File: src/rtl/alu_sequencer_pkg.sv
// Shared constants for the ALU issue sequencer: ALU op codes, MIPS opcode/funct
// values and the FSM state encoding.
package alu_sequencer_pkg;

   localparam logic [3:0] OP_ADD   = 4'd0;
   localparam logic [3:0] OP_SUB   = 4'd1;
   localparam logic [3:0] OP_OR    = 4'd2;
   localparam logic [3:0] OP_AND   = 4'd3;
   localparam logic [3:0] OP_NOR   = 4'd4;
   localparam logic [3:0] OP_SLT   = 4'd5;
   localparam logic [3:0] OP_SLTEQ = 4'd6;
   localparam logic [3:0] OP_EQ    = 4'd7;
   localparam logic [3:0] OP_SLL   = 4'd8;
   localparam logic [3:0] OP_SRL   = 4'd9;
   localparam logic [3:0] OP_NEQ   = 4'd10;
   localparam logic [3:0] OP_GT    = 4'd11;
   localparam logic [3:0] OP_GTEQ  = 4'd12;

   localparam logic [5:0] OPC_RTYPE = 6'h00;
   localparam logic [5:0] OPC_ADDI  = 6'h08;
   localparam logic [5:0] OPC_SLTI  = 6'h0A;
   localparam logic [5:0] OPC_ANDI  = 6'h0C;
   localparam logic [5:0] OPC_ORI   = 6'h0D;

   localparam logic [5:0] FN_SLL   = 6'h00;
   localparam logic [5:0] FN_SRL   = 6'h02;
   localparam logic [5:0] FN_ADD   = 6'h20;
   localparam logic [5:0] FN_ADDU  = 6'h21;
   localparam logic [5:0] FN_SUB   = 6'h22;
   localparam logic [5:0] FN_SUBU  = 6'h23;
   localparam logic [5:0] FN_AND   = 6'h24;
   localparam logic [5:0] FN_OR    = 6'h25;
   localparam logic [5:0] FN_NOR   = 6'h27;
   localparam logic [5:0] FN_SLT   = 6'h2A;
   localparam logic [5:0] FN_SLTEQ = 6'h30;
   localparam logic [5:0] FN_EQ    = 6'h31;
   localparam logic [5:0] FN_NEQ   = 6'h32;
   localparam logic [5:0] FN_GT    = 6'h33;
   localparam logic [5:0] FN_GTEQ  = 6'h34;

   typedef enum logic [2:0] {
      ST_IDLE   = 3'd0,
      ST_DECODE = 3'd1,
      ST_READ   = 3'd2,
      ST_EXEC   = 3'd3,
      ST_WB     = 3'd4
   } state_t;

endpackage

File: src/rtl/alu_sequencer_decode.sv
// Combinational instruction decoder: MIPS word -> ALU op, destination register,
// immediate selection/extension, shift amount and an illegal flag.
module alu_sequencer_decode
   import alu_sequencer_pkg::*;
#(
   parameter int EXT_OPS = 1
) (
   input  logic [31:0] instr,
   output logic [3:0]  alu_op,
   output logic [4:0]  dest,
   output logic        imm_sel,
   output logic        sext,
   output logic [4:0]  shamt,
   output logic        illegal
);

   logic [5:0] opcode;
   logic [5:0] funct;
   logic       ext_en;

   assign opcode = instr[31:26];
   assign funct  = instr[5:0];
   assign ext_en = (EXT_OPS != 0);

   // Decode table; illegal words leave alu_op at add (0) so the ALU sees a benign op.
   always_comb begin
      alu_op  = OP_ADD;
      dest    = 5'd0;
      imm_sel = 1'b0;
      sext    = 1'b0;
      shamt   = 5'd0;
      illegal = 1'b0;
      case (opcode)
         OPC_RTYPE: begin
            dest = instr[15:11];
            case (funct)
               FN_ADD, FN_ADDU: alu_op = OP_ADD;
               FN_SUB, FN_SUBU: alu_op = OP_SUB;
               FN_AND:          alu_op = OP_AND;
               FN_OR:           alu_op = OP_OR;
               FN_NOR:          alu_op = OP_NOR;
               FN_SLT:          alu_op = OP_SLT;
               FN_SLL: begin
                  alu_op = OP_SLL;
                  shamt  = instr[10:6];
               end
               FN_SRL: begin
                  alu_op = OP_SRL;
                  shamt  = instr[10:6];
               end
               FN_SLTEQ: if (ext_en) alu_op = OP_SLTEQ; else illegal = 1'b1;
               FN_EQ:    if (ext_en) alu_op = OP_EQ;    else illegal = 1'b1;
               FN_NEQ:   if (ext_en) alu_op = OP_NEQ;   else illegal = 1'b1;
               FN_GT:    if (ext_en) alu_op = OP_GT;    else illegal = 1'b1;
               FN_GTEQ:  if (ext_en) alu_op = OP_GTEQ;  else illegal = 1'b1;
               default:  illegal = 1'b1;
            endcase
         end
         OPC_ADDI: begin
            alu_op  = OP_ADD;
            dest    = instr[20:16];
            imm_sel = 1'b1;
            sext    = 1'b1;
         end
         OPC_SLTI: begin
            alu_op  = OP_SLT;
            dest    = instr[20:16];
            imm_sel = 1'b1;
            sext    = 1'b1;
         end
         OPC_ANDI: begin
            alu_op  = OP_AND;
            dest    = instr[20:16];
            imm_sel = 1'b1;
         end
         OPC_ORI: begin
            alu_op  = OP_OR;
            dest    = instr[20:16];
            imm_sel = 1'b1;
         end
         default: illegal = 1'b1;
      endcase
      if (illegal) begin
         alu_op = OP_ADD;
         shamt  = 5'd0;
      end
   end

endmodule

File: src/rtl/alu_sequencer.sv
// Multi-cycle issue controller in front of the 32-bit ALU and register file:
// IDLE -> DECODE -> READ -> EXEC -> WB, one instruction at a time.
module alu_sequencer
   import alu_sequencer_pkg::*;
#(
   parameter int DATA_W  = 32,
   parameter int RA_W    = 5,
   parameter int EXT_OPS = 1
) (
   input  logic              clk,
   input  logic              rst_n,
   input  logic              in_valid,
   input  logic [31:0]       in_instr,
   output logic              in_ready,
   output logic [RA_W-1:0]   rf_rs_addr,
   output logic [RA_W-1:0]   rf_rt_addr,
   input  logic [DATA_W-1:0] rf_rs_data,
   input  logic [DATA_W-1:0] rf_rt_data,
   output logic [DATA_W-1:0] alu_a,
   output logic [DATA_W-1:0] alu_b,
   output logic [3:0]        alu_op,
   output logic [4:0]        alu_shamt,
   input  logic [DATA_W-1:0] alu_out,
   input  logic              alu_cout,
   output logic              rf_we,
   output logic [RA_W-1:0]   rf_wa,
   output logic [DATA_W-1:0] rf_wd,
   output logic              done,
   output logic              illegal,
   output logic              carry_flag
);

   state_t            state_q, state_d;
   logic [31:0]       instr_q, instr_d;
   logic              in_ready_q, in_ready_d;
   logic [RA_W-1:0]   rs_addr_q, rs_addr_d, rt_addr_q, rt_addr_d;
   logic [3:0]        dec_op_q, dec_op_d;
   logic [4:0]        dec_dest_q, dec_dest_d;
   logic [DATA_W-1:0] dec_imm_q, dec_imm_d;
   logic              dec_imm_sel_q, dec_imm_sel_d;
   logic [4:0]        dec_shamt_q, dec_shamt_d;
   logic              dec_ill_q, dec_ill_d;
   logic [DATA_W-1:0] alu_a_q, alu_a_d, alu_b_q, alu_b_d;
   logic [3:0]        alu_op_q, alu_op_d;
   logic [4:0]        alu_shamt_q, alu_shamt_d;
   logic              rf_we_q, rf_we_d;
   logic [RA_W-1:0]   rf_wa_q, rf_wa_d;
   logic [DATA_W-1:0] rf_wd_q, rf_wd_d;
   logic              done_q, done_d;
   logic              illegal_q, illegal_d;
   logic              carry_q, carry_d;

   logic [3:0]        w_op;
   logic [4:0]        w_dest;
   logic              w_imm_sel, w_sext, w_ill;
   logic [4:0]        w_shamt;
   logic              accept;

   alu_sequencer_decode #(.EXT_OPS(EXT_OPS)) u_decode (
      .instr   (instr_q),
      .alu_op  (w_op),
      .dest    (w_dest),
      .imm_sel (w_imm_sel),
      .sext    (w_sext),
      .shamt   (w_shamt),
      .illegal (w_ill)
   );

   assign accept = in_valid && in_ready_q;

   // Next-state and datapath register inputs; strobes default low every cycle.
   always_comb begin
      state_d       = state_q;
      instr_d       = instr_q;
      rs_addr_d     = rs_addr_q;
      rt_addr_d     = rt_addr_q;
      dec_op_d      = dec_op_q;
      dec_dest_d    = dec_dest_q;
      dec_imm_d     = dec_imm_q;
      dec_imm_sel_d = dec_imm_sel_q;
      dec_shamt_d   = dec_shamt_q;
      dec_ill_d     = dec_ill_q;
      alu_a_d       = alu_a_q;
      alu_b_d       = alu_b_q;
      alu_op_d      = alu_op_q;
      alu_shamt_d   = alu_shamt_q;
      rf_wa_d       = rf_wa_q;
      rf_wd_d       = rf_wd_q;
      carry_d       = carry_q;
      rf_we_d       = 1'b0;
      done_d        = 1'b0;
      illegal_d     = 1'b0;
      case (state_q)
         ST_IDLE: begin
            if (accept) begin
               instr_d   = in_instr;
               // Addresses go out during DECODE so read data is ready in READ.
               rs_addr_d = RA_W'(in_instr[25:21]);
               rt_addr_d = RA_W'(in_instr[20:16]);
               state_d   = ST_DECODE;
            end
         end
         ST_DECODE: begin
            dec_op_d      = w_op;
            dec_dest_d    = w_dest;
            dec_imm_d     = w_sext ? {{(DATA_W-16){instr_q[15]}}, instr_q[15:0]}
                                   : {{(DATA_W-16){1'b0}}, instr_q[15:0]};
            dec_imm_sel_d = w_imm_sel;
            dec_shamt_d   = w_shamt;
            dec_ill_d     = w_ill;
            state_d       = ST_READ;
         end
         ST_READ: begin
            alu_a_d     = rf_rs_data;
            alu_b_d     = dec_imm_sel_q ? dec_imm_q : rf_rt_data;
            alu_op_d    = dec_op_q;
            alu_shamt_d = dec_shamt_q;
            state_d     = ST_EXEC;
         end
         ST_EXEC: begin
            rf_wd_d   = alu_out;
            rf_wa_d   = RA_W'(dec_dest_q);
            rf_we_d   = !dec_ill_q && (dec_dest_q != 5'd0);
            done_d    = 1'b1;
            illegal_d = dec_ill_q;
            if (!dec_ill_q && dec_op_q == OP_ADD) carry_d = alu_cout;
            state_d   = ST_WB;
         end
         ST_WB:   state_d = ST_IDLE;
         default: state_d = ST_IDLE;
      endcase
      in_ready_d = (state_d == ST_IDLE);
   end

   // State and output registers; reset clears everything, aborting any instruction.
   always_ff @(posedge clk) begin
      if (!rst_n) begin
         state_q       <= ST_IDLE;
         instr_q       <= '0;
         in_ready_q    <= 1'b0;
         rs_addr_q     <= '0;
         rt_addr_q     <= '0;
         dec_op_q      <= '0;
         dec_dest_q    <= '0;
         dec_imm_q     <= '0;
         dec_imm_sel_q <= 1'b0;
         dec_shamt_q   <= '0;
         dec_ill_q     <= 1'b0;
         alu_a_q       <= '0;
         alu_b_q       <= '0;
         alu_op_q      <= '0;
         alu_shamt_q   <= '0;
         rf_we_q       <= 1'b0;
         rf_wa_q       <= '0;
         rf_wd_q       <= '0;
         done_q        <= 1'b0;
         illegal_q     <= 1'b0;
         carry_q       <= 1'b0;
      end else begin
         state_q       <= state_d;
         instr_q       <= instr_d;
         in_ready_q    <= in_ready_d;
         rs_addr_q     <= rs_addr_d;
         rt_addr_q     <= rt_addr_d;
         dec_op_q      <= dec_op_d;
         dec_dest_q    <= dec_dest_d;
         dec_imm_q     <= dec_imm_d;
         dec_imm_sel_q <= dec_imm_sel_d;
         dec_shamt_q   <= dec_shamt_d;
         dec_ill_q     <= dec_ill_d;
         alu_a_q       <= alu_a_d;
         alu_b_q       <= alu_b_d;
         alu_op_q      <= alu_op_d;
         alu_shamt_q   <= alu_shamt_d;
         rf_we_q       <= rf_we_d;
         rf_wa_q       <= rf_wa_d;
         rf_wd_q       <= rf_wd_d;
         done_q        <= done_d;
         illegal_q     <= illegal_d;
         carry_q       <= carry_d;
      end
   end

   assign in_ready   = in_ready_q;
   assign rf_rs_addr = rs_addr_q;
   assign rf_rt_addr = rt_addr_q;
   assign alu_a      = alu_a_q;
   assign alu_b      = alu_b_q;
   assign alu_op     = alu_op_q;
   assign alu_shamt  = alu_shamt_q;
   assign rf_we      = rf_we_q;
   assign rf_wa      = rf_wa_q;
   assign rf_wd      = rf_wd_q;
   assign done       = done_q;
   assign illegal    = illegal_q;
   assign carry_flag = carry_q;

endmodule

File: config.mk
export PLATFORM = sky130hd
export DESIGN_NAME = alu_sequencer
export DESIGN_NICKNAME = d
export VERILOG_FILES = /design/src/rtl/alu_sequencer_pkg.sv /design/src/rtl/alu_sequencer_decode.sv /design/src/rtl/alu_sequencer.sv
export SDC_FILE = /design/constraint.sdc
export NUM_CORES = 1
export LEC_CHECK = 0
export CAP_MARGIN = 20
export CORE_ASPECT_RATIO = 0.7
export CORE_MARGIN = 2
export CORE_UTILIZATION = 35
export DETAILED_ROUTE_END_ITERATION = 10
export SLEW_MARGIN = 20
export SYNTH_ARGS = -nofsm -noshare
export SYNTH_HDL_FRONTEND = slang
export SYNTH_HIERARCHICAL = 1
export SYNTH_SLANG_ARGS = --single-unit
export TNS_END_PERCENT = 20
File: constraint.sdc
create_clock -name clk -period 1.65 [get_ports clk]
set_clock_uncertainty 0.1 [all_clocks]
set_input_delay 0.165 -clock clk [delete_from_list [all_inputs] [get_ports clk]]
set_output_delay 0.165 -clock clk [all_outputs]
set_load 0.005 [all_outputs]
==> qor.tcl, run 1 <==
set qor(hpwlAfterDp_mm) 14.7
set qor(worstSetupPathType) {flip-flop to output pin}
set qor(timing_worst_slew_pin_value_ps) 599
set qor(async_reset_ff_share_pct) 0
set qor(antenna_found_initial) 1
set qor(clk_pin_slew_worst_paths_ps) 70
set qor(endpoint_kind) {output pin}
set qor(timing.reg2reg.worst_path_depth) 6
set qor(route.vias.total) 6686
set qor(cts_buffers) 17
set qor(postSynth.topFlopCell) {dfxtp_1}
set qor(power_switching_share_pct) 25.1
set qor(initialDrtViolationCount) 386
set qor(syn-num-nets) 1015
set qor(via_count_of_the_first_global_routing_pass) 6366
set qor(vias_per_cell) 4.76
set qor(synth_cell_type_count) 45
set qor(port-buffer-count) 256
set qor(worst-path-buf-inv) 1
set qor(syn_area_sq_mm) 0.00730
set qor(cell_taking_the_most_area_after_synthesis) {dfxtp_1}
set qor(slowest_delay_ps) 530
set qor(sequential_element_share_of_the_synthesized_area_pct) 50.2
set qor(fp-row-count) 44
set qor(irDropWorstVdd_v) 0.000621
set qor(final_area_sq_mm) 0.0109
set qor(antenna_violating_nets_post_route) 0
set qor(post_route_cells_drive_above_1_share_pct) 8.50
set qor(fmax_mhz) 632
set qor(timing.critical_path.from_type) {flip-flop}
set qor(maxSlewHeadroom_pct) 60.0
set qor(worstPathArrival_ps) 1320
set qor(postSynthCellCount) 883
set qor(dr.pass1.iters) 4
set qor(num-fill-cells) 1945
set qor(whs_path_depth) 3
set qor(synth_warnings) 6
set qor(setup_repair_after_global_routing_missed_its_margin) {yes}
set qor(chipWidth_um) 177
set qor(sinks_on_the_clock_net) 183
set qor(min_from) {rst_n}
set qor(dpl-instance-area_sq_mm) 0.0102
set qor(pin_count_of_the_biggest_net_entering_global_routing) 48
set qor(outcome) {finished clean}
set qor(synth-edff-count) 0
set qor(multi_input_comb_area_sq_mm) 0.00321
set qor(grt-ovfl-total) 0
set qor(floorplan.die_area_sq_mm) 0.0220
set qor(dp.cells) 1373
set qor(hp-class) {input port to flip-flop}
set qor(power_density_mw_per_mm2) 997
set qor(power_frac_seq_pct) 44.2
set qor(critical_path.slowest_cell) {clkdlybuf4s50_1}
set qor(design.core.area_sq_mm) 0.0206
set qor(combinationalPowerShare_pct) 16.7
set qor(clkLatencyLatePin_ps) 420
set qor(cts-hold-fix-buffers) 0
set qor(synth.area.top_cells) {dfxtp_1, nand2_1, a21oi_1}
set qor(synthDominantCellAreaShare_pct) 50.2
set qor(cts-root-buf) {clkbuf_16}
set qor(grt_usage_pct) 18.7
set qor(critical_path.reg2reg.startpoint) {instr_q[26]$_SDFFE_PN0P_}
set qor(pwr-share-clk_pct) 39.2
set qor(worstPathMaxFanout) 3
set qor(final.min_clock_period_ps) 1580
set qor(finish.utilization_pct) 53.1
set qor(finalSetupViolCount) 0
set qor(p_leak_nw) 3.78
set qor(clock_tree_from_tritoncts) {yes}
set qor(io_pins) 257
set qor(gp_congestion) 0.848
set qor(floorplan.die.height_um) 125
set qor(syn_area_per_cell_sq_um) 8.27
set qor(synth.ff_latch_count) 183
set qor(holdWs_ps) 97.1
set qor(report.power.total_mw) 10.9
set qor(worstSetupStartpoint) {instr_q[17]$_SDFFE_PN0P_}
set qor(wirelength_mm) 20.6
set qor(internal_power_mw) 8.16
set qor(cp.required_ps) 1380
set qor(cp_cell_sequence) {clkdlybuf4s50_1}
set qor(grt_first_pass_wirelength_mm) 33.0
set qor(number_of_violations_of_the_max_capacitance_limit) 0
set qor(power.net_switching_mw) 2.74
set qor(nets) 1249
set qor(worst_hold_path.endpoint) {dec_imm_q[12]$_SDFFE_PN0P_}
set qor(worst-r2r-setup-slack_ps) 70
set qor(r2r_end) {dec_dest_q[3]$_SDFFE_PN0P_}
set qor(report.final.slew_viol_count) 0
set qor(area_growth_syn_to_layout_pct) 49.7
set qor(worst_path_dominant_cell_family) {buffers and inverters}
set qor(register_area_sq_mm) 0.00368
set qor(instances_no_fill) 1406
set qor(drc) 0
set qor(start_util_pct) 35.4
set qor(layout_worst_path_cycle_share_pct) 95.9
set qor(htree_levels) 4
set qor(hold_viol_final) 0
set qor(detail_route.wl_per_cell_um) 14.7
set qor(clock_tree.buffer_depth) 2
per-stage QoR:
| stage | setup TNS, ps | setup WS, ps |
|---|---|---|
| 2_1_floorplan | 0 | 155 |
| 3_3_place_gp | 0 | 66.9 |
| 3_5_place_dp | 0 | 26.5 |
| 5_1_grt | -38.2 | -38.2 |
| 4_1_cts | 0 | 0.887 |
| 6_report | 0 | 67.0 |
layout by cell type, fill, tap and decap left out, drive strengths merged, types with 18 or more instances in the layout:
cell type | netlist | layout
buf | 51 | 40
nand2 | 293 | 293
nor2 | 48 | 48
clkdlybuf4s50 | 0 | 254
nand2b | 18 | 18
mux2i | 48 | 48
dfxtp | 183 | 183
a21oi | 118 | 118
clkbuf | 30 | 20
state kept, by name (all words and copies together) (netlist names):
register	cells
alu_a	32
state_q	3
illegal	1
rf_we	1
alu_op	4
dec_imm_q	17
carry_flag	1
instr_q	32
in_ready	1
dec_ill_q	1
alu_shamt	5
rf_wd	32
alu_b	32
done	1
dec_imm_sel_q	1
rf_wa	5
dec_shamt_q	5
dec_dest_q	5
dec_op_q	4
power groups by stage:
stage	logic (mW)	clock network, mW	registers (mW)
2_1_floorplan	0.864	0	4.88
3_5_place_dp	1.79	0	4.91
3_3_place_gp	1.78	0	4.90
5_1_grt	1.98	4.59	4.84
4_1_cts	1.81	4.39	4.81
6_report	1.82	4.27	4.81
cell usage after synthesis, types with 2 or more instances:
cell / n
a2111oi_0: 2
nor2b_1: 3
and3_1: 2
o22ai_1: 3
a22o_1: 6
inv_1: 4
nand2b_1: 18
nor3_1: 4
buf_2: 26
buf_1: 2
and2_1: 6
nor2_1: 48
dfxtp_1: 183
o21ai_0: 3
a311oi_1: 16
nand2_1: 293
buf_6: 7
a21oi_1: 117
clkbuf_1: 30
nor3b_2: 2
nand3b_1: 2
a31oi_1: 4
mux2i_1: 48
a211oi_1: 16
buf_4: 16
nand3_1: 2
or3b_1: 2
final cells by class:
class	count	share of cell area, %
diodes	1	0.0229
clock buffers	19	4.15
flip-flops and latches	183	33.6
multi-input cells	614	29.4
repair buffers	296	27.9
clock inverters	12	1.51
inverters	5	0.195
well taps	276	3.16
metal layers:
layer / vias up / GRT usage, % / share of wire [%]
li1: 3392 / - / -
met1: 3057 / 25.5 / 47
met2: 215 / 27.7 / 42
met3: 22 / 6.78 / 8.9
met4: 0 / 5.20 / 1.6
met5: - / 0 / 0
how the worst max path moves through the flow:
stage / endpoint / slack (ps) / depth (start not counted)
after floorplan: dec_op_q[1]$_SDFFE_PN0P_ / 160 / 8
after global placement: dec_shamt_q[3]$_SDFFE_PN0P_ / 70 / 7
after detailed placement: dec_shamt_q[2]$_SDFFE_PN0P_ / 30 / 7
after CTS: alu_b[18] / 0.9 / 1
after global routing: dec_op_q[0]$_SDFFE_PN0P_ / -40 / 7
final: rf_rt_addr[1] / 70 / 1
cell families (layout without fill, tap and decap cells):
group	count (synthesis)	after routing	synth area share, %
AO/OA/AOI/OAI	176	176	14.4
other	0	1	0
XOR/XNOR	1	1	0.120
buffers and inverters	86	332	6.41
multiplexers	48	48	6.58
AND/OR/NAND/NOR	389	389	22.3
flip-flops	183	183	50.2
what timing repair did:
| action | 4_1_cts | 5_1_grt |
|---|---|---|
| gates cloned | 0 | 0 |
| pin swaps | 0 | 2 |
| buffers inserted | 0 | 1 |
| gates resized for setup | 2 | 17 |
| endpoints found under the setup margin | 5 | 55 |
(Power assumes the default switching activity.)
==> run 2: changes to the inputs <==
--- a/config.mk
+++ b/config.mk
@@ -10,6 +10,7 @@
 export CORE_MARGIN = 2
 export CORE_UTILIZATION = 35
 export DETAILED_ROUTE_END_ITERATION = 10
+export SETUP_SLACK_MARGIN = 0.1
 export SLEW_MARGIN = 20
 export SYNTH_ARGS = -nofsm -noshare
 export SYNTH_HDL_FRONTEND = slang
==> run 2 against run 1 <==
  * Count of clock-buffer cells in the layout is the same
  * Clock power is essentially flat
  * Flip-flop and latch count is the same
  * Highest routed layer unchanged
  * Setup slack gained 13 ps
  * Critical endpoint is now rf_wa[2]
  * First-iteration DRC count grew 1.8%
  * Core utilization grew 0.98 points
==> qor.tcl, run 2 (synthesis gave the netlist of run 1 again) <==
set qor(end_point_of_the_critical_path) {rf_wa[2]}
set qor(setup-tns-final_ps) 0 ;# unchanged
set qor(area_growth_syn_to_layout_pct) 52.5
set qor(maxSlewHeadroom_pct) 58.1 ;# -1.9 points
set qor(timing.reg2reg.worst_path_depth) 8 ;# +2
set qor(cts-root-buf) {clkbuf_16}
set qor(via_count_of_the_first_global_routing_pass) 6364 ;# -0.031%
set qor(worstSetupPathType) {flip-flop to output pin}
set qor(antenna_found_initial) 1 ;# unchanged
set qor(floorplan.die.height_um) 125 ;# unchanged
set qor(finish.utilization_pct) 54.1 ;# +0.98 points
set qor(initialDrtViolationCount) 393 ;# +1.8%
set qor(port-buffer-count) 256 ;# unchanged
set qor(slowest_delay_ps) 570 ;# +40 ps
set qor(grt_usage_pct) 18.7 ;# about the same
set qor(nets) 1258 ;# +0.72%
set qor(clkLatencyLatePin_ps) 420 ;# about the same
set qor(outcome) {finished clean}
set qor(hold_viol_final) 0 ;# unchanged
set qor(start_util_pct) 35.4 ;# unchanged
set qor(num-fill-cells) 1930 ;# -0.77%
set qor(report.power.total_mw) 11.0 ;# +1.1%
set qor(detail_route.wl_per_cell_um) 14.9 ;# +2.0%
set qor(clock_tree_from_tritoncts) {yes}
set qor(grt-ovfl-total) 0 ;# unchanged
set qor(design.core.area_sq_mm) 0.0206 ;# unchanged
set qor(route.vias.total) 6731 ;# +0.67%
set qor(report.final.slew_viol_count) 0 ;# unchanged
set qor(worstSetupStartpoint) {rf_wa[2]$_SDFFE_PN0P_}
set qor(cp.required_ps) 1380 ;# about the same
set qor(worst-r2r-setup-slack_ps) 120 ;# +50 ps
set qor(htree_levels) 4 ;# unchanged
set qor(finalSetupViolCount) 0 ;# unchanged
set qor(final.min_clock_period_ps) 1570 ;# -12.6 ps
set qor(multi_input_comb_area_sq_mm) 0.00326 ;# +1.5%
set qor(worstPathMaxFanout) 2 ;# -1
set qor(mostFrequentLayoutCell) {nand2_1}
set qor(cts_buffers) 17 ;# unchanged
set qor(antenna_violating_nets_post_route) 0 ;# unchanged
set qor(hp-class) {input port to flip-flop}
set qor(clock_tree.buffer_depth) 2 ;# unchanged
set qor(wirelength_mm) 21.2 ;# +2.6%
set qor(power_density_mw_per_mm2) 990 ;# -0.72%
set qor(setup_repair_after_global_routing_missed_its_margin) {yes}
set qor(register_area_sq_mm) 0.00370 ;# +0.71%
set qor(pin_count_of_the_biggest_net_entering_global_routing) 48 ;# unchanged
set qor(worst-path-buf-inv) 1 ;# unchanged
set qor(critical_path.slowest_cell) {clkdlybuf4s50_1}
set qor(sinks_on_the_clock_net) 183 ;# unchanged
set qor(chipWidth_um) 177 ;# unchanged
set qor(p_leak_nw) 3.89 ;# +3.0%
set qor(vias_per_cell) 4.76 ;# about the same
set qor(worstPathArrival_ps) 1310 ;# about the same
set qor(number_of_violations_of_the_max_capacitance_limit) 0 ;# unchanged
set qor(timing_worst_slew_pin_value_ps) 628 ;# +29.1 ps
set qor(fmax_mhz) 637 ;# +0.80%
set qor(holdWs_ps) 106 ;# +8.66 ps
set qor(timing.critical_path.from_type) {flip-flop}
set qor(grt_first_pass_wirelength_mm) 33.0 ;# about the same
set qor(worst_path_dominant_cell_family) {buffers and inverters}
set qor(cp_num_cells) 1 ;# unchanged
set qor(post_route_cells_drive_above_1_share_pct) 10.5 ;# +2.0 points
set qor(r2r_end) {dec_op_q[0]$_SDFFE_PN0P_}
set qor(floorplan.die_area_sq_mm) 0.0220 ;# unchanged
set qor(cp_cell_sequence) {clkdlybuf4s50_1}
set qor(gp_congestion) 0.848 ;# unchanged
set qor(endpoint_kind) {output pin}
set qor(irDropWorstVdd_v) 0.000631 ;# +1.6%
set qor(critical_path.reg2reg.startpoint) {instr_q[0]$_SDFFE_PN0P_}
set qor(fp-row-count) 44 ;# unchanged
set qor(dr.pass1.iters) 4 ;# unchanged
set qor(hpwlAfterDp_mm) 14.7 ;# unchanged
set qor(final_cell_mix) {nand2_1, clkdlybuf4s50_1, dfxtp_1}
set qor(io_pins) 257 ;# unchanged
set qor(drc) 0 ;# unchanged
set qor(clk_pin_slew_worst_paths_ps) 70 ;# about the same
set qor(layout_worst_path_cycle_share_pct) 95.2 ;# -0.76 points
-- run 2: cell count changes in the layout (fill, tap and decap cells not counted), sizes merged --
cell / change
dlymetal6s2s: -1
buf: +6
dlygate4sd2: +10
clkbuf: +3
clkdlybuf4s50: -9
-- run 2: worst min-delay path by stage --
stage          slack, ps                          to                       start  cells past startpoint
2_1_floorplan        200       alu_a[0]$_SDFFE_PN0N_               rf_rs_data[0]                      2
4_1_cts               90  dec_imm_q[11]$_SDFFE_PN0P_                       rst_n                      3
6_report             110  dec_imm_q[12]$_SDFFE_PN0P_                       rst_n                      3
5_1_grt              110      alu_op[2]$_SDFFE_PN0N_                       rst_n                      3
3_5_place_dp         350       rf_wd[8]$_SDFFE_PN0P_       rf_wd[8]$_SDFFE_PN0P_                      2
3_3_place_gp         340  dec_imm_q[30]$_SDFFE_PN0P_  dec_imm_q[30]$_SDFFE_PN0P_                      2
-- run 2: per-stage QoR --
step | instance area [sq um] | setup WS (ps) | instances
floorplan | 7300 | 155 | 883
global placement | 10200 | 66.9 | 1373
detailed placement | 10200 | 26.5 | 1373
CTS | 10900 | 63.6 | 1404
global route | 11100 | 0.751 | 1414
finish | 11100 | 79.6 | 1415
-- run 2: layout make-up --
| type | instances | share of cell area (%) |
|---|---|---|
| antenna | 1 | 0.0225 |
| multi-input combinational | 614 | 29.3 |
| sequential | 183 | 33.3 |
| clock buffer | 19 | 4.07 |
| clock inverter | 12 | 1.48 |
| tap | 276 | 3.10 |
| inverter | 5 | 0.191 |
| timing repair buffer | 305 | 28.6 |
-- run 2: report_power, final --
part	switching (mW)	internal, mW
registers	0.167	4.65
clock network	1.79	2.49
logic	0.839	1.09
-- run 2: what timing repair did --
item / 4_1_cts / 5_1_grt
buffers inserted: 0 / 6
hold buffers: 0 / 0
cloned: 0 / 4
pin swaps: 1 / 7
resized for setup: 27 / 30
endpoints found under the setup margin: 124 / 200
-- run 2: layer usage --
layer	track usage, %	up-vias	share of wire (%)
met4	5.20	0	1.6
met2	27.7	219	42
met5	0	-	0
met1	25.5	3079	47
li1	-	3411	-
met3	6.78	22	9.1
==> run 3: changes to the inputs <==
==> constraint.sdc (replaced) <==
create_clock -name clk -period 1.6 [get_ports clk]
set_clock_uncertainty 0.1 [all_clocks]
set_input_delay 0.16 -clock clk [delete_from_list [all_inputs] [get_ports clk]]
set_output_delay 0.16 -clock clk [all_outputs]
set_load 0.005 [all_outputs]
==> run 3 against run 2 <==
  * Core utilization rose by 1.6 points
  * Die area did not move
  * Sequential share of layout area fell by 0.86 points
  * Critical path depth rose by 6
  * Largest cell class unchanged
  * Highest routed layer unchanged
==> qor.tcl, run 3 (synthesis gave the netlist of run 1 again) <==
set qor(outcome) {finished clean}
set qor(clock_tree_from_tritoncts) {yes}
set qor(report.final.slew_viol_count) 0 ;# unchanged
set qor(number_of_violations_of_the_max_capacitance_limit) 0 ;# unchanged
set qor(layout_worst_path_cycle_share_pct) 97.8
set qor(final.min_clock_period_ps) 1560
set qor(worstPathArrival_ps) 1820 ;# +510 ps
set qor(post_route_cells_drive_above_1_share_pct) 14.1 ;# +3.7 points
set qor(clkLatencyLatePin_ps) 420 ;# about the same
set qor(htree_levels) 4 ;# unchanged
set qor(antenna_found_initial) 0 ;# -1
set qor(cp.required_ps) 1860 ;# +480 ps
set qor(report.power.total_mw) 10.9 ;# -1.0%
set qor(area_growth_syn_to_layout_pct) 57.0
set qor(hp-class) {input port to flip-flop}
set qor(worst-path-buf-inv) 0 ;# -1
set qor(io_pins) 257 ;# unchanged
set qor(maxSlewHeadroom_pct) 70.1 ;# +12 points
set qor(critical_path.slowest_cell) {dfxtp_2}
set qor(hold_viol_final) 0 ;# unchanged
set qor(chipWidth_um) 177 ;# unchanged
set qor(dr.pass1.iters) 4 ;# unchanged
set qor(routed.top_layer) {met4}
set qor(clk_pin_slew_worst_paths_ps) 70 ;# about the same
set qor(fp-row-count) 44 ;# unchanged
set qor(timing.critical_path.from_type) {flip-flop}
set qor(combinationalPowerShare_pct) 18.4 ;# +0.9 points
set qor(timing_worst_slew_pin_value_ps) 449 ;# -179 ps
set qor(wirelength_mm) 21.7 ;# +2.4%
set qor(cp_cell_sequence) {or2_4, nor3_4, nand2_2, a21o_1, nor3_2, nand2_1, a21oi_1}
set qor(drc) 0 ;# unchanged
set qor(worstSetupPathType) {flip-flop to flip-flop}
set qor(antenna_violating_nets_post_route) 0 ;# unchanged
set qor(via_count_of_the_first_global_routing_pass) 6558 ;# +3.0%
set qor(internal_power_mw) 7.97 ;# -3.2%
set qor(num-fill-cells) 1902 ;# -1.5%
set qor(p_leak_nw) 5.82 ;# +50%
set qor(hpwlAfterDp_mm) 14.4 ;# -1.9%
set qor(start_util_pct) 35.4 ;# unchanged
set qor(pwr-share-clk_pct) 36.1 ;# -2.7 points
set qor(irDropWorstVdd_v) 0.000598 ;# -5.3%
set qor(pin_count_of_the_biggest_net_entering_global_routing) 47 ;# -2.1%
set qor(grt-ovfl-total) 0 ;# unchanged
set qor(setup_repair_after_global_routing_missed_its_margin) {yes}
set qor(fmax_mhz) 639
set qor(port-buffer-count) 256 ;# unchanged
set qor(sinks_on_the_clock_net) 183 ;# unchanged
set qor(finalSetupViolCount) 0 ;# unchanged
set qor(holdWs_ps) 86.2 ;# -19.6 ps
set qor(power_switching_share_pct) 27.0 ;# +1.6 points
set qor(dr_wl_met3_mm) 1.83 ;# -5.0%
set qor(route.vias.total) 6703 ;# -0.42%
set qor(nets) 1265 ;# +0.56%
set qor(initialDrtViolationCount) 314 ;# -20%
set qor(cts_buffers) 17 ;# unchanged
set qor(grt_usage_pct) 19.0 ;# +0.27 points
set qor(final_cell_mix) {nand2_1, dfxtp_1, clkdlybuf4s50_1}
set qor(gp_congestion) 0.871 ;# +2.7%
set qor(grt_first_pass_wirelength_mm) 33.7 ;# +2.1%
set qor(worst_path_dominant_cell_family) {simple AND/OR/NAND/NOR gates}
set qor(worstPathMaxFanout) 3 ;# +1
set qor(num_antenna_cells) 0 ;# -1
set qor(floorplan.die.height_um) 125 ;# unchanged
set qor(design.core.area_sq_mm) 0.0206 ;# unchanged
set qor(clock_tree.buffer_depth) 2 ;# unchanged
set qor(detail_route.wl_per_cell_um) 15.2 ;# +1.9%
set qor(dr_wl_met2_mm) 9.05 ;# +1.1%
set qor(route.layer.met1.wl_mm) 10.5 ;# +6.1%
set qor(vias_per_cell) 4.71 ;# -0.91%
set qor(slowest_delay_ps) 320 ;# -250 ps
set qor(power.net_switching_mw) 2.94 ;# +5.4%
set qor(power_frac_seq_pct) 45.5 ;# +1.8 points
set qor(power_density_mw_per_mm2) 952 ;# -3.8%
set qor(endpoint_kind) {flip-flop}
set qor(mostFrequentLayoutCell) {nand2_1}
set qor(cts-root-buf) {clkbuf_16}
set qor(floorplan.die_area_sq_mm) 0.0220 ;# unchanged
[run 3: repair_timing]
item	CTS	global route
setup buffers	3	7
pin swaps	6	29
resized for setup	54	156
hold buffers	0	0
cloned	0	4
endpoints found under the setup margin	184	231
[run 3: per-stage QoR]
step | util, % | worst slack [ps] | cells | area (sq um) | setup TNS (ps)
5_1_grt | 55.7 | -21.8 | 1422 | 11500 | -27.3
3_3_place_gp | 50.0 | -3.60 | 1376 | 10300 | -6.91
2_1_floorplan | - | 105 | 883 | 7300 | 0
3_5_place_dp | 50.0 | -25.0 | 1376 | 10300 | -56.1
4_1_cts | 53.0 | 36.6 | 1411 | 10900 | 0
6_report | 55.7 | 35.0 | 1422 | 11500 | 0
[run 3: tightest hold or removal path, cell delays in order]
cell	delay, ps
buf_2	120
inv_4	140
a21oi_2	130
[run 3: final cells by class]
| class | count | area, sq um | area share [%] |
|---|---|---|---|
| clock buffer | 20 | 447 | 3.90 |
| inverter | 5 | 21.3 | 0.186 |
| timing repair buffer | 312 | 3510 | 30.6 |
| sequential | 183 | 3710 | 32.4 |
| tap | 276 | 345 | 3.01 |
| clock inverter | 12 | 95.1 | 0.830 |
| multi-input combinational | 614 | 3330 | 29.0 |
[run 3: final timing paths]
| kind | start | endpoint | slack, ps | cells after the start |
|---|---|---|---|---|
| setup / recovery | instr_q[28]$_SDFFE_PN0P_ | dec_op_q[3]$_SDFFE_PN0P_ | 40 | 7 |
| hold / removal | rst_n | dec_ill_q$_SDFFE_PN0P_ | 90 | 3 |
| setup reg to reg | instr_q[28]$_SDFFE_PN0P_ | dec_op_q[3]$_SDFFE_PN0P_ | 40 | 7 |
| hold reg to reg | alu_shamt[2]$_SDFFE_PN0N_ | alu_shamt[2]$_SDFFE_PN0N_ | 350 | 2 |
[run 3: layer usage]
metal | vias to the layer above | global-route usage (%)
met5 | - | 0
met1 | 3055 | 25.2
met2 | 212 | 29.3
li1 | 3418 | -
met3 | 18 | 6.81
met4 | 0 | 4.33
[run 3: power by group through the flow]
stage / combinational (mW) / sequential (mW) / clock (mW)
after floorplan: 0.891 / 5.03 / 0
after global routing: 2.19 / 5.00 / 4.22
after CTS: 1.89 / 4.96 / 4.04
final: 2.00 / 4.97 / 3.94
after global placement: 1.85 / 5.05 / 0
after detailed placement: 1.86 / 5.06 / 0
